## src/rtl/serial_tx.sv

```systemverilog
// Asynchronous serial transmitter: buffers host bytes in a small FIFO and shifts
// them out LSB-first as start/data/stop frames, paced by a sampled baud clock.
module serial_tx #(
    parameter int DATA_BITS  = 8,
    parameter int STOP_BITS  = 1,
    parameter int FIFO_DEPTH = 4
) (
    input  logic                          clk,
    input  logic                          reset,
    input  logic                          baud_clk,
    input  logic [DATA_BITS-1:0]          wr_data,
    input  logic                          wr_valid,
    output logic                          wr_ready,
    output logic                          txd,
    output logic                          busy,
    output logic [$clog2(FIFO_DEPTH):0]   fifo_count
);

    localparam int PTR_W = $clog2(FIFO_DEPTH);
    localparam int CNT_W = PTR_W + 1;

    typedef enum logic [1:0] {IDLE, START, DATA, STOP} state_t;

    state_t               state, state_nxt;
    logic                 baud_q;
    logic                 tick;
    logic [DATA_BITS-1:0] mem [FIFO_DEPTH];
    logic [PTR_W-1:0]     wr_ptr, rd_ptr;
    logic [DATA_BITS-1:0] sh, sh_nxt;
    logic [3:0]           bitcnt, bitcnt_nxt;
    logic [1:0]           stopcnt, stopcnt_nxt;
    logic                 txd_nxt;
    logic                 do_write, do_pop, have_data;

    assign tick      = baud_clk & ~baud_q;
    assign have_data = (fifo_count != '0);
    assign wr_ready  = (fifo_count != CNT_W'(FIFO_DEPTH));
    assign do_write  = wr_valid & wr_ready;
    assign busy      = (state != IDLE) | have_data;

    always_ff @(posedge clk) begin
        if (reset) baud_q <= 1'b0;
        else       baud_q <= baud_clk;
    end

    always_ff @(posedge clk) begin
        if (do_write) mem[wr_ptr] <= wr_data;
    end

    // Pointers wrap naturally because the depth is a power of two.
    always_ff @(posedge clk) begin
        if (reset) begin
            wr_ptr     <= '0;
            rd_ptr     <= '0;
            fifo_count <= '0;
        end else begin
            if (do_write) wr_ptr <= wr_ptr + PTR_W'(1);
            if (do_pop)   rd_ptr <= rd_ptr + PTR_W'(1);
            case ({do_write, do_pop})
                2'b10:   fifo_count <= fifo_count + CNT_W'(1);
                2'b01:   fifo_count <= fifo_count - CNT_W'(1);
                default: fifo_count <= fifo_count;
            endcase
        end
    end

    always_ff @(posedge clk) begin
        if (reset) state <= IDLE;
        else       state <= state_nxt;
    end

    always_comb begin
        state_nxt = state;
        if (tick) begin
            case (state)
                IDLE:    if (have_data) state_nxt = START;
                START:   state_nxt = DATA;
                DATA:    if (bitcnt == 4'(DATA_BITS)) state_nxt = STOP;
                STOP:    if (stopcnt >= 2'(STOP_BITS)) state_nxt = have_data ? START : IDLE;
                default: state_nxt = IDLE;
            endcase
        end
    end

    // Leaving STOP with data queued goes straight into the next start bit.
    always_comb begin
        do_pop      = 1'b0;
        txd_nxt     = txd;
        sh_nxt      = sh;
        bitcnt_nxt  = bitcnt;
        stopcnt_nxt = stopcnt;
        if (tick) begin
            case (state)
                IDLE: begin
                    txd_nxt = 1'b1;
                    if (have_data) begin
                        do_pop  = 1'b1;
                        sh_nxt  = mem[rd_ptr];
                        txd_nxt = 1'b0;
                    end
                end
                START: begin
                    txd_nxt    = sh[0];
                    sh_nxt     = sh >> 1;
                    bitcnt_nxt = 4'd1;
                end
                DATA: begin
                    if (bitcnt == 4'(DATA_BITS)) begin
                        txd_nxt     = 1'b1;
                        stopcnt_nxt = 2'd1;
                    end else begin
                        txd_nxt    = sh[0];
                        sh_nxt     = sh >> 1;
                        bitcnt_nxt = bitcnt + 4'd1;
                    end
                end
                STOP: begin
                    txd_nxt = 1'b1;
                    if (stopcnt < 2'(STOP_BITS)) begin
                        stopcnt_nxt = stopcnt + 2'd1;
                    end else if (have_data) begin
                        do_pop  = 1'b1;
                        sh_nxt  = mem[rd_ptr];
                        txd_nxt = 1'b0;
                    end
                end
                default: txd_nxt = 1'b1;
            endcase
        end
    end

    always_ff @(posedge clk) begin
        if (reset) begin
            txd     <= 1'b1;
            sh      <= '0;
            bitcnt  <= '0;
            stopcnt <= '0;
        end else begin
            txd     <= txd_nxt;
            sh      <= sh_nxt;
            bitcnt  <= bitcnt_nxt;
            stopcnt <= stopcnt_nxt;
        end
    end

endmodule

```

## config.mk

```make
export PLATFORM = sky130hd
export DESIGN_NAME = serial_tx
export DESIGN_NICKNAME = d
export VERILOG_FILES = /design/src/rtl/serial_tx.sv
export SDC_FILE = /design/constraint.sdc
export NUM_CORES = 1
export LEC_CHECK = 0
export ABC_AREA = 0
export BUFFER_PORTS_ARGS = -buffer_cell sky130_fd_sc_hd__buf_2
export CORE_MARGIN = 8
export CORE_UTILIZATION = 55
export CTS_BUF_LIST = sky130_fd_sc_hd__clkbuf_16
export DETAILED_ROUTE_END_ITERATION = 7
export GPL_TIMING_DRIVEN = 1
export PLACE_DENSITY_LB_ADDON = 0.3
export SYNTH_ARGS = -nofsm -noshare
export SYNTH_HDL_FRONTEND = slang
export SYNTH_SLANG_ARGS = --single-unit
```

## constraint.sdc

```tcl
create_clock -name clk -period 4.95 [get_ports clk]
set_clock_uncertainty 0.2 [all_clocks]
set_input_delay 0.7425 -clock clk [delete_from_list [all_inputs] [get_ports clk]]
set_output_delay 0.7425 -clock clk [all_outputs]
set_load 0.01 [all_outputs]
```

==> flow_summary_export.csv, run 1 <==
group,metric,value,unit
clock_tree,htree_levels,3,
timing,worstMarginPinSlew,0.926,ns
job,max_cap_viol_count,0,
timing,max_freq,0.331,GHz
setup_path,crit_chain,"inv_1 > ha_1 > nor3b_1 > o211ai_1 > inv_1 > ha_1 > inv_1 > fa_1 > xor2_1 > or3_1 > a21oi_1",
timing,finalSetupTns,0,ns
global_routing,antenna_found_initial,0,
synth,synth.cell_area,2680,um2
setup_path,path_delay_family,"adder cells",
setup_path,max_stage_delay,0.47,ns
clock_tree,holdBufCountCts,0,
die,initial_core_util,56.7,%
die,ios,18,
synth,synth_edf_count,32,
synth,syn_avg_cell_area,11.9,um2
cells_and_area,synthToLayoutAreaGrowth,16.5,%
synth,yosysTopAreaCell,"edfxtp_1",
synth,ys.flop_type,"edfxtp_1",
cells_and_area,final_cells,318,
synth,ys_seq_area_share,56.0,%
outcome,outcome,"complete, no violations",
setup_path,cp_common_cell,"inv_1",
route,routedWlPerCell,15.8,um
die,die_h,85.8,um
clock_tree,clockBufferDepth,2,
clock_tree,cts.sinks,59,
clock_tree,clk_pin_slew,0.05,ns
synth,synth_area_leaders,"edfxtp_1, dfxtp_1, mux2i_1",
setup_path,worst-path-buf-inv,3,
clock_tree,clock-root-buffer,"clkbuf_16",
global_routing,grt_use_total,15.1,%
pwr,power.leakage,1.17,nW
setup_path,cp.arrival,3.07,ns
placement,port_buffers,17,
route,viasPerCell,5.56,
route,dr.first_iter.drc_count,148,
setup_path,ff2ff_setup_slack,1.93,ns
placement,postPlaceCellArea,2810,um2
setup_path,end_kind,"register",
clock_tree,tritoncts.num_buffers,9,
setup_path,required,5.00,ns
pwr,powerDensity,545,nW/um2
clock_tree,postCtsResizedCells,0,
timing,setup_violations,0,
pwr,irDropWorstVdd,328,uV
route,drc,0,
timing,slew_violations,0,
placement,gp_congestion,0.793,
cells_and_area,antennaDiodeCount,0,
synth,ys_types,45,
route,via_count,1769,
hold_path,hp-class,"register to register",
die,rows,25,
global_routing,overflow,0,
synth,netlist.area_leader.share,35.9,%
synth,yosys_warnings,0,
cells_and_area,final_util,66.1,%
timing,hold_viol_final,0,
placement,dp.cells,302,
clock_tree,cts_tree,"built",
route,wl,5.03,mm
synth,ys_ff_latch,59,
clock_tree,cts_setup_buffers,0,
cells_and_area,final_nets,273,
setup_path,crit_fanout,12,
timing,max_slew_margin,38.2,%
setup_path,cp-start-kind,"register",
cells_and_area,drive_above_1_share,15.1,%
route,postRouteAntennaNets,0,
synth,async_reset_ff_share,0,%
setup_path,crit_path_top_delay_cell,"ha_1",
timing,fin_crit_sh,61.0,%
global_routing,grt_max_degree,29,
route,firstDrtPassIters,4,
global_routing,grt_pass1_vias,1834,
global_routing,grt_pass1_wl,8.53,mm
timing,rsz0062_at_grt,"false",
timing,period_needed,3.02,ns
die,dieArea,7360,um2
synth,synthesis.nets,253,
setup_path,worstSetupPathType,"register to register",
clock_tree,worst_skew_pair.late_latency,0.32,ns
die,fp.coreArea,4720,um2
die,chipWidth,85.8,um
synth,synth_cells,226,
cells_and_area,final_cell_area,3120,um2
placement,dp_hpwl,3.19,mm
## synth_stat cells (2+ instances only)
cell type / count
inv_1: 14
dfxtp_1: 27
nor2_1: 19
ha_1: 14
o211ai_1: 2
xor2_1: 4
nand2_1: 14
a2111oi_0: 2
o2111ai_1: 2
nor2b_1: 4
nor3_1: 3
edfxtp_1: 32
clkbuf_1: 2
and2_1: 2
buf_2: 3
or2_2: 2
mux2i_1: 24
o21ai_0: 6
and3_1: 5
a31o_2: 2
o221ai_1: 7
buf_1: 3
nand2b_1: 2
a21oi_1: 9
nor3b_1: 2
## sequential cells by signal, indices dropped and copies added (netlist names), named ones only
register and count:
mem 32, sh 8, bitcnt 4, fifo_count 3, rd_ptr 2, state 2, stopcnt 2, wr_ptr 2
baud_q 1, txd 1
## per-stage QoR
step	worst slack [ns]	hold slack (ns)	power, W
floorplan	2.17	0.257	0.000955
finish	1.93	0.296	0.00170
CTS	1.91	0.297	0.00171
global placement	2.05	0.278	0.00105
global route	1.65	0.337	0.00179
detailed placement	1.98	0.285	0.00106
## logic make-up after synthesis
| group | share of synthesized area, % |
|---|---|
| adders and majority gates | 7.29 |
| buffers and inverters | 3.22 |
| DFF | 56.0 |
| muxes | 8.97 |
| AOI/OAI and AO/OA | 11.3 |
| xor gates and xnor gates | 1.63 |
| and+or+nand+nor | 11.6 |
## worst min-delay path, stage by stage (launching register included)
cell and delay [ns]:
dfxtp_1 0.32, mux2i_1 0.07, nor2_1 0.07
## metal layers
metal	wire, um	global-route usage [%]
met5	0	0
met4	114	10.5
met3	129	3.72
met2	2570	25.4
met1	2220	16.5
## layout make-up
type / instances / area (um2)
Timing Repair Buffer: 17 / 85.1
Sequential cell: 59 / 1500
Tap cell: 67 / 83.8
Fill cell: 366 / 1600
Multi-Input combinational cell: 145 / 1090
Clock inverter: 7 / 82.6
Clock buffer: 9 / 225
Inverter: 14 / 52.6
## cell usage in the layout, fill, tap and decap left out, types with 9 or more instances in the layout
master     instances
a21oi_1            9
buf_2             17
clkbuf_16          9
dfxtp_1           27
edfxtp_1          32
ha_1              14
inv_1             14
mux2i_1           24
nand2_1           14
nor2_1            19
## power breakdown
part	switching (W)	internal, W	leakage, nW	total [W]
registers	0.0000494	0.000592	0.514	0.000642
clock network	0.000207	0.000433	0.154	0.000640
logic	0.000247	0.000171	0.507	0.000418
total	0.000503	0.00120	1.17	0.00170
## path summary, 6_finish.rpt
check                               from  depth (start not counted)             to
worst max-delay path            state[1]                         11  fifo_count[2]
worst min-delay path               sh[4]                          2          sh[4]
worst max register to register  state[1]                         11  fifo_count[2]
worst min register to register     sh[4]                          2          sh[4]
(Power assumes the default switching activity.)
==> inputs of run 2 (changes only) <==
Clock period 4.95 ns to 2.96 ns, I/O delays scaled along.
==> run 2 against run 1 <==
Effect of this change: clock-buffer cell count unchanged; register-to-register slack got worse by 1.8 ns; sequential share of layout area grew 0.62 points; core utilization is 0.85 points lower; clock power grew 36%; final cell count grew 0.31%; global-route usage down 1.3 points; sequential power increased by 67%; critical path depth is the same; routed wire length is 7.4% lower; highest routed layer unchanged.
==> flow_summary_export.csv, run 2 (synthesis results as in run 1) <==
group,metric,value,unit
outcome,outcome,"complete, no violations",
clock_tree,clk_pin_slew,0.05,ns
global_routing,grt_pass1_wl,7.90,mm
route,viasPerCell,5.36,
timing,fin_hold_ws,0.145,ns
cells_and_area,drive_above_1_share,15.1,%
clock_tree,tritoncts.num_buffers,9,
clock_tree,cts_tree,"built",
timing,worstMarginPinSlew,0.902,ns
pwr,irDropWorstVdd,590,uV
timing,finalSetupTns,0,ns
die,dieArea,7360,um2
setup_path,cp-start-kind,"register",
setup_path,worstSetupPathType,"register to register",
timing,hold_viol_final,0,
placement,gp_congestion,0.833,
clock_tree,holdBufCountCts,0,
setup_path,crit_fanout,4,
route,postRouteAntennaNets,0,
pwr,powerDensity,859,nW/um2
cells_and_area,final_nets,274,
hold_path,holdPathStages,1,
clock_tree,clock-root-buffer,"clkbuf_16",
setup_path,r2r_cells,11,
global_routing,grt_pass1_vias,1707,
route,firstDrtPassIters,4,
route,dr.first_iter.drc_count,73,
setup_path,cp.arrival,2.84,ns
clock_tree,clockBufferDepth,2,
placement,dp_hpwl,3.06,mm
placement,postPlaceCellArea,2820,um2
timing,max_slew_margin,39.8,%
cells_and_area,reg_top3,"mem: 32 flops, sh: 8 flops, bitcnt: 4 flops",
cells_and_area,final_cell_area,3080,um2
route,drc,0,
timing,rsz0062_at_grt,"false",
cells_and_area,top_register,"mem",
global_routing,grt_max_degree,29,
die,rows,25,
cells_and_area,largest_reg_flops,32,
setup_path,required,3.00,ns
cells_and_area,synthToLayoutAreaGrowth,15.0,%
route,via_count,1709,
hold_path,hp-class,"primary input to register",
clock_tree,worst_skew_pair.late_latency,0.31,ns
die,ios,18,
cells_and_area,antennaDiodeCount,0,
cells_and_area,final_common_cell,"edfxtp_1",
route,routedWlPerCell,14.6,um
die,fp.coreArea,4720,um2
global_routing,antenna_found_initial,0,
clock_tree,htree_levels,3,
cells_and_area,final_cell_mix,"edfxtp_1, dfxtp_1, mux2i_1, nor2_1",
timing,fin_crit_sh,94.4,%
timing,slew_violations,0,
die,die_h,85.8,um
clock_tree,cts.sinks,59,
die,initial_core_util,56.7,%
global_routing,overflow,0,
cells_and_area,final_cells,319,
placement,port_buffers,17,
route,wl,4.66,mm
timing,setup_violations,0,
setup_path,end_kind,"register",
pwr,power.leakage,1.17,nW
timing,period_needed,2.80,ns
global_routing,grt_use_total,13.9,%
job,max_cap_viol_count,0,
die,chipWidth,85.8,um
placement,dp.cells,303,
timing,max_freq,0.358,GHz
==> run 2: repair_timing <==
action | in CTS | in global routing
setup endpoints to repair | 0 | 1
buffers inserted | 0 | 0
resized for setup | 0 | 1
==> run 2: worst paths after layout <==
kind                   start             to  slack [ns]
setup / recovery    state[1]  fifo_count[2]        0.16
setup reg to reg    state[1]  fifo_count[2]        0.16
hold / removal    wr_data[2]      mem[0][2]        0.14
hold reg to reg        sh[1]          sh[1]        0.30
==> run 2: where the power goes <==
group	internal [W]	leakage [nW]	switching, W
registers	0.000991	0.514	0.0000787
clock network	0.000547	0.140	0.000322
logic	0.000294	0.515	0.000415
total	0.00183	1.17	0.000816
==> run 2: worst max-delay path: stages, from the launching register on <==
cell and delay, ns:
dfxtp_1 0.38, inv_1 0.11, ha_1 0.32, nor3b_2 0.24
o211ai_1 0.16, inv_1 0.08, ha_1 0.17, inv_1 0.06
fa_1 0.38, xor2_1 0.17, or3_1 0.31, a21oi_1 0.14
==> run 2: area by class of cell <==
type,instances,area (um2)
fillers,360,1640
flip-flops and latches,59,1500
multi-input cells,145,1100
clock buffers,9,225
repair buffers,18,92.6
well taps,67,83.8
inverters,14,52.6
clock inverters,7,30.0
==> run 2: through the flow <==
stage | utilization (%) | total power [W] | setup slack, ns
3_5_place_dp | 59.7 | 0.00179 | 0.103
4_1_cts | 65.1 | 0.00266 | 0.0851
6_report | 65.2 | 0.00265 | 0.165
2_1_floorplan | - | 0.00160 | 0.181
5_1_grt | 65.2 | 0.00281 | 0.0266
3_3_place_gp | 59.7 | 0.00177 | 0.298
==> run 2: metal layers <==
| layer | GRT usage (%) | part of all wire (%) |
|---|---|---|
| met5 | 0 | 0 |
| met1 | 16.3 | 46 |
| met3 | 3.63 | 4.1 |
| met2 | 22.3 | 49 |
| met4 | 8.12 | 1.2 |
